File: src/rtl/i1_router_out_arbiter.sv
// Output-link scheduler for the i1 router: round-robin grant over NUM_IN input FIFOs,
// locked for one two-flit packet, with stray-flit flushing and a payload watchdog.
module i1_router_out_arbiter #(
  parameter int NUM_IN  = 4,
  parameter int SEL_W   = 2,
  parameter int TIMEOUT = 15
) (
  input  logic                clk,
  input  logic                rst_n,
  input  logic [NUM_IN-1:0]   fifo_empty,
  input  logic [3*NUM_IN-1:0] fifo_head,
  input  logic                out_bussy,
  output logic [NUM_IN-1:0]   fifo_rd,
  output logic [NUM_IN-1:0]   grant,
  output logic [SEL_W-1:0]    out_sel,
  output logic                out_req,
  output logic                pkt_err,
  output logic [7:0]          err_cnt
);

  typedef enum logic [1:0] {IDLE, HEAD, BODY} state_t;

  state_t              r_state;
  logic [NUM_IN-1:0]   r_grant;
  logic [SEL_W-1:0]    r_sel;
  logic [SEL_W-1:0]    r_rr;
  logic [7:0]          r_wd;
  logic                r_err;
  logic [7:0]          r_cnt;

  logic [NUM_IN-1:0]   w_cand;
  logic [NUM_IN-1:0]   w_stray;
  logic [SEL_W-1:0]    w_win;
  logic                w_found;
  logic [SEL_W:0]      w_sum;
  logic [2:0]          w_whead;
  logic                w_wempty;
  logic                w_pay;
  logic                w_bad;
  logic                w_tout;
  logic                w_err;

  always_comb begin
    for (int i = 0; i < NUM_IN; i++) begin
      w_cand[i]  = ~fifo_empty[i] & (fifo_head[3*i +: 3] == 3'b001);
      w_stray[i] = ~fifo_empty[i] & (fifo_head[3*i +: 3] != 3'b001);
    end
  end

  // Descending scan so the candidate closest at/after r_rr is the last writer.
  always_comb begin
    w_win   = '0;
    w_found = 1'b0;
    w_sum   = '0;
    for (int k = NUM_IN-1; k >= 0; k--) begin
      w_sum = {1'b0, r_rr} + (SEL_W+1)'(k);
      if (w_sum >= (SEL_W+1)'(NUM_IN)) w_sum = w_sum - (SEL_W+1)'(NUM_IN);
      if (w_cand[w_sum[SEL_W-1:0]]) begin
        w_win   = w_sum[SEL_W-1:0];
        w_found = 1'b1;
      end
    end
  end

  assign w_whead  = fifo_head[3*r_sel +: 3];
  assign w_wempty = fifo_empty[r_sel];
  assign w_pay    = (r_state == BODY) & ~w_wempty & (w_whead == 3'b110);
  assign w_bad    = (r_state == BODY) & ~w_wempty & (w_whead != 3'b110);
  assign w_tout   = (r_state == BODY) & w_wempty & (r_wd == 8'(TIMEOUT-1));
  assign w_err    = w_bad | w_tout;

  always_comb begin
    fifo_rd = '0;
    out_req = 1'b0;
    case (r_state)
      IDLE: fifo_rd = w_stray;
      HEAD: begin
        out_req = 1'b1;
        fifo_rd = out_bussy ? '0 : r_grant;
      end
      BODY: if (w_pay) begin
        out_req = 1'b1;
        fifo_rd = out_bussy ? '0 : r_grant;
      end
      default: ;
    endcase
  end

  always_ff @(posedge clk or negedge rst_n) begin
    if (!rst_n) begin
      r_state <= IDLE;
      r_grant <= '0;
      r_sel   <= '0;
      r_rr    <= '0;
      r_wd    <= '0;
      r_err   <= 1'b0;
      r_cnt   <= '0;
    end else begin
      r_err <= w_err;
      if (w_err && r_cnt != 8'hFF) r_cnt <= r_cnt + 8'd1;
      case (r_state)
        IDLE: if (w_found && !out_bussy) begin
          r_grant <= NUM_IN'(1) << w_win;
          r_sel   <= w_win;
          r_rr    <= (w_win == SEL_W'(NUM_IN-1)) ? '0 : w_win + 1'b1;
          r_state <= HEAD;
        end
        HEAD: if (!out_bussy) begin
          r_state <= BODY;
          r_wd    <= '0;
        end
        BODY: begin
          if (w_err || (w_pay && !out_bussy)) begin
            r_state <= IDLE;
            r_grant <= '0;
          end else if (w_wempty) begin
            r_wd <= r_wd + 8'd1;
          end
        end
        default: r_state <= IDLE;
      endcase
    end
  end

  assign grant   = r_grant;
  assign out_sel = r_sel;
  assign pkt_err = r_err;
  assign err_cnt = r_cnt;

endmodule

File: config.mk
export PLATFORM = sky130hd
export DESIGN_NAME = i1_router_out_arbiter
export DESIGN_NICKNAME = d
export VERILOG_FILES = /design/src/rtl/i1_router_out_arbiter.sv
export SDC_FILE = /design/constraint.sdc
export NUM_CORES = 1
export LEC_CHECK = 0
export CAP_MARGIN = 20
export CORE_MARGIN = 3
export CORE_UTILIZATION = 35
export CTS_BUF_LIST = sky130_fd_sc_hd__clkbuf_8
export CTS_CLUSTER_SIZE = 10
export DETAILED_ROUTE_END_ITERATION = 6
export PLACE_DENSITY = 0.67
export SYNTH_ARGS = -nofsm -noshare
export SYNTH_HDL_FRONTEND = slang
export SYNTH_SLANG_ARGS = --single-unit
File: constraint.sdc
create_clock -name clk -period 1.8 [get_ports clk]
set_clock_uncertainty 0.05 [all_clocks]
set_input_delay 0.18 -clock clk [delete_from_list [all_inputs] [get_ports clk]]
set_output_delay 0.18 -clock clk [all_outputs]
set_load 0.005 [all_outputs]
# Word level (Yosys, flattened, before mapping)
# Index checks and enable logic that the tools add are counted.
[totals]
register_bits = 27
latch_bits = 0
mem_bits_rw = 0
romBits = 0
in_bits = 19
elab_cells = 119
n_memories = 0
[op_classes]
add_sub_neg = 10
n_mul = 1
div = 0
n_lt_le_gt_ge = 9
eq_ne = 20
shifts = 2
mux = 39
n_bitwise = 19
reduce_logical = 12
[op_table]
columns = ["cell", "n"]
rows = [
  ["2-bit two-way mux", 12],
  ["8-bit two-way mux", 3],
  ["8-bit by 1-bit adder with 8-bit output (second input constant)", 2],
  ["4-bit two-way mux", 4],
  ["8-bit case mux with 2 select lines", 1],
  ["2-bit by 3-bit less-than comparator with 1-bit output (second input constant)", 5],
  ["1-bit AND", 13],
  ["3-bit by 1-bit == test with 1-bit output (second input constant)", 4],
  ["3-bit by 1-bit != test with 1-bit output (second input constant)", 4],
  ["4-bit case mux with 3 select lines", 1],
  ["12-bit by 5-bit variable part select with 3-bit output", 1],
  ["1-bit binary-select mux with 2-bit select", 5],
  ["1-bit two-way mux", 10],
  ["3-bit >= comparator (second input constant)", 3],
  ["8-bit by 4-bit == test with 1-bit output (second input constant)", 1],
  ["2-bit != test (second input constant)", 4],
  ["8-bit != test (second input constant)", 1],
  ["4-bit case mux with 2 select lines", 1],
  ["2-bit by 1-bit subtractor with 2-bit output (second input constant)", 4],
  ["2-bit by 2-bit adder with 3-bit output (second input constant)", 2],
  ["2-bit case mux with 3 select lines", 1],
  ["3-bit AND reduction", 2],
  ["1-bit NOT", 5],
  ["2-bit == test (second input constant)", 2],
  ["18 further kinds", 21],
]

# Longest topological paths before layout
[logic_depth]
depth_word = 12
mapped_depth = 8
mapped_depth_nobuf = 8

# Worst setup path after synthesis
# Ideal clock, no wire load.
[synth_path]
path_kind = "reg2reg"
startpoint = "reg r_sel[1] (netlist: out_sel[1])"
endpoint = "reg r_cnt[1] (netlist: err_cnt[1])"
setup_time_ns = 0.125
arrival_time_ns = 1.838
required_time_ns = 1.625
setup_slack_ns = -0.212
path_stages_with_launch = 6
cell_sequence = "dfrtp_1 -> mux4_2 -> o21ai_4 -> o311ai_4 -> nor2_1 -> mux2_2"
[synth_via]
elab_chain_cells = 7
[synth_lines]
columns = ["item", "line", "source"]
rows = [
  ["from (decl)", "25", "logic [SEL_W-1:0] r_sel;"],
  ["from (signal assigned)", "104", "r_sel <= w_win;"],
  ["parallel branches: the longest is 5 deep, another holds 2-bit by 2-bit multiplier with 4-bit output", "-", ""],
  ["1-bit bitwise OR *", "70", "assign w_err = w_bad | w_tout;"],
  ["1-bit logical AND *", "100", "if (w_err && r_cnt != 8'hFF) r_cnt <= r_cnt + 8'd1;"],
  ["to (signal assigned)", "100", ""],
  ["to (decl)", "29", "logic [7:0] r_cnt;"],
]
# Mark *: on every way between the ends. The select of a mux whose other input is x is not followed.
# A chain may end at the register's enable or synchronous reset.

# Final worst setup path
[layout_path]
startpoint = "reg r_sel[1] (netlist: out_sel[1])"
endpoint = "out fifo_rd[0]"
[layout_via]
elab_chain_cells = 7
[layout_lines]
columns = ["item", "line", "source"]
rows = [
  ["parallel branches: the longest is 4 deep, another holds 2-bit by 2-bit multiplier with 4-bit output", "-", ""],
  ["1-bit AND *", "67", "assign w_pay = (r_state == BODY) & ~w_wempty & (w_whead == 3'b110);"],
  ["4-bit two-way mux *", "81", "BODY: if (w_pay) begin"],
  ["4-bit case mux with 3 select lines *", "75", "case (r_state)"],
  ["to (decl)", "13", "output logic [NUM_IN-1:0] fifo_rd,"],
]
# Marked as above.

==> reports/qor.yml <==
outcome:
  status: "complete, but fails checks"
  failed_checks: "setup timing"
synth:
  synthAdderAreaFrac_pct: 7.483
  synthMuxAreaShare_pct: 5.986
  synth-compound-area-share_pct: 19.59
  yosys.area_share.simple_pct: 22.04
  synth-xor-area-share_pct: 3.333
  synth_top_family_by_area: "simple AND/OR/NAND/NOR gates"
  syn-num-nets: 214
  synth_edf_count: 0
  synth-seq-cells: 27
  yosysUniqueCellTypes: 47
  synthCells: 184
  async_reset_ff_share_pct: 100.0
  ys_seq_area_share_pct: 36.73
  ys.flop_type: "dfrtp_1"
  ys_warn_count: 0
  netlist_area_sq_um: 1839
  post_synth.cell_area_avg_sq_um: 9.996
sta:
  setup_viol_count_final: 29
  fmax_mhz: 436.4
  relSlewSlack_pct: 73.91
  rsz0062_at_grt: "true"
  fin_setup_tns_ns: -8.646
  layout_min_cycle_time_ns: 2.291
  finalMaxSlewViolations: 0
  fin_ws_ns: -0.4913
  period_share_pct: 127.3
  hold_viol_final: 0
  worstMarginPinSlew_ns: 0.3910
power:
  power-per-cell-area_nw_per_um2: 1078
  leakage_nw: 1.467
  peakVddDrop_mv: 0.6040
critical_path:
  r2r_setup_slack_ns: -0.40
  critPathArrivalTime_ns: 2.06
  worstSetupStartpointType: "flop"
  path_class: "flop to output pin"
  crit_fanout: 4
  endpoint_kind: "output pin"
  required_ns: 1.57
die:
  initial_utilization_pct: 37.45
  fp-row-count: 25
  fp.dieW_um: 78.49
  dieArea_sq_um: 6161
  top_level_ports: 39
  coreArea_sq_um: 4911
  die_h_um: 78.49
detailed_routing:
  vias: 1835
  totalWireLength_um: 5429
  drc_errors: 0
  drtIter0Drc: 62
  wl_per_cell_um: 15.12
  ant_nets: 0
  firstDrtPassIters: 4
  vias_per_cell: 5.111
clock_network:
  htreeDepth: 1
  cts_made_buffers: 3
  cts_max_path_buffers: 2
  clk_pin_slew_worst_paths_ns: 0.10
  clock_latency_ns: 0.28
  root_buffer: "clkbuf_8"
  cts_tree: "done"
  cts_sinks: 27
min_path:
  hp-class: "primary input to async pin"
cells_and_area:
  drive_gt1_share_pct: 47.60
  num_antenna_cells: 0
  area_growth_pct: 73.61
  final_util_pct: 65.02
  fin_nets: 323
  fin_area_sq_um: 3193
flow_run:
  cap_viol_max_count: 0
global_routing:
  grt-ovfl-total: 0
  grt_pass1_vias: 1920
  grt_pass1_wl_um: 9018
  antenna_found_initial: 0
  grt_max_degree: 28
  grt_use_total_pct: 18.38
placed_design:
  port_buffers: 38
  dp_hpwl_um: 3678
  placed_area_sq_um: 2764
  routabilityCongestion: 0.8053
==> logic make-up (layout without fill, tap and decap cells) <==
kind of cell               Yosys count  in the layout
and+or+nand+nor                     65             65
AOI/OAI and AO/OA                   45             45
DFF                                 27             27
buffers and inverters               20            128
adders and majority gates           11             11
muxes                                9              9
xor gates and xnor gates             7              7
==> area by class of cell <==
class | count | area (sq um)
Multi-Input combinational cell | 137 | 1390
Sequential cell | 27 | 678.2
Clock inverter | 1 | 7.507
Tap cell | 67 | 83.83
Clock buffer | 3 | 41.29
Inverter | 16 | 60.06
Timing Repair Buffer | 108 | 932.1
Fill cell | 394 | 1718
==> repair_timing <==
action | CTS | global route
setup buffers | 11 | 3
pin swaps | 18 | 19
hold buffers | 0 | 0
endpoints found under the setup margin | 29 | 32
gates resized for setup | 89 | 20
==> worst max-delay path, stage by stage, from the launching register on <==
cell	delay, ns
dfrtp_1	0.40
mux4_2	0.57
nor4b_4	0.26
buf_4	0.17
o21ai_4	0.08
o32ai_2	0.13
buf_2	0.16
==> where the power goes <==
group	leakage (nW)	total [mW]	internal (mW)	switching, mW
sequential	0.357	0.943	0.762	0.181
combinational	1.09	2.13	1.15	0.976
clock	0.0217	0.369	0.158	0.211
total	1.47	3.44	2.07	1.37
==> final timing paths <==
| check | startpoint | endpoint | cells past startpoint |
|---|---|---|---|
| max in group asynchronous | rst_n | out_sel[0] | 2 |
| min in group clk | err_cnt[7] | err_cnt[7] | 1 |
| worst max register to register | out_sel[1] | r_state[1] | 7 |
| worst min-delay path | rst_n | err_cnt[5] | 2 |
| worst max-delay path | out_sel[1] | fifo_rd[0] | 6 |
| worst min register to register | err_cnt[7] | err_cnt[7] | 1 |
==> through the flow <==
step / setup WS (ns) / hold slack, ns / cells / power [mW]
floorplan: -0.1494 / -0.1656 / 184 / 1.788
global placement: -0.7220 / 0.4404 / 342 / 2.757
detailed placement: -0.7767 / 0.4430 / 342 / 2.773
CTS: -0.4669 / 0.2208 / 356 / 3.348
global route: -0.5671 / 0.2457 / 359 / 3.700
finish: -0.4913 / 0.2168 / 359 / 3.441
==> synthesized netlist by cell type (all sizes together) (3+ instances only) <==
master	number	area, sq um
dfrtp	27	675.7
inv	16	60.06
ha	11	137.6
nand2	10	37.54
nor2	10	37.54
nor3	9	45.04
o21ai	9	56.31
a21oi	7	35.03
xor2	7	61.31
a22o	6	52.55
mux2	6	67.56
nor3b	5	37.54
nor4b	5	43.79
a22oi	4	30.03
nand3	4	20.02
nand4	4	25.02
o2bb2ai	4	35.03
o32ai	4	35.03
and2	3	21.27
clkbuf	3	21.27
==> flip-flops by register name (all words and copies together), names as in the netlist <==
| name | cells |
|---|---|
| pkt_err | 1 |
| grant | 4 |
| out_sel | 2 |
| r_rr | 2 |
| r_wd | 8 |
| r_state | 2 |
| err_cnt | 8 |
==> layer usage <==
metal | share of wire (%) | GRT usage [%] | wire (um) | vias to the layer above
met5 | 0 | 0 | 0 | -
met4 | 2.1 | 5.420 | 116 | 0
met3 | 3.9 | 2.867 | 213 | 11
met2 | 50 | 33.30 | 2731 | 50
met1 | 44 | 22.34 | 2366 | 871
li1 | - | - | - | 903
==> layout by cell type, fill, tap and decap left out, types with 4 or more instances in the layout <==
cell type	count
o21ai_0	5
nor2_1	6
o32ai_2	4
nor3_4	6
xor2_1	7
ha_1	11
a21oi_2	5
buf_2	6
a22o_1	6
a22oi_1	4
dfrtp_1	25
o2bb2ai_1	4
nor4b_4	5
mux2_4	4
buf_6	13
clkdlybuf4s50_1	18
inv_1	15
buf_4	56
nand4_1	4
nand2_1	9
dlygate4sd2_1	7
(Power assumes the default switching activity.)
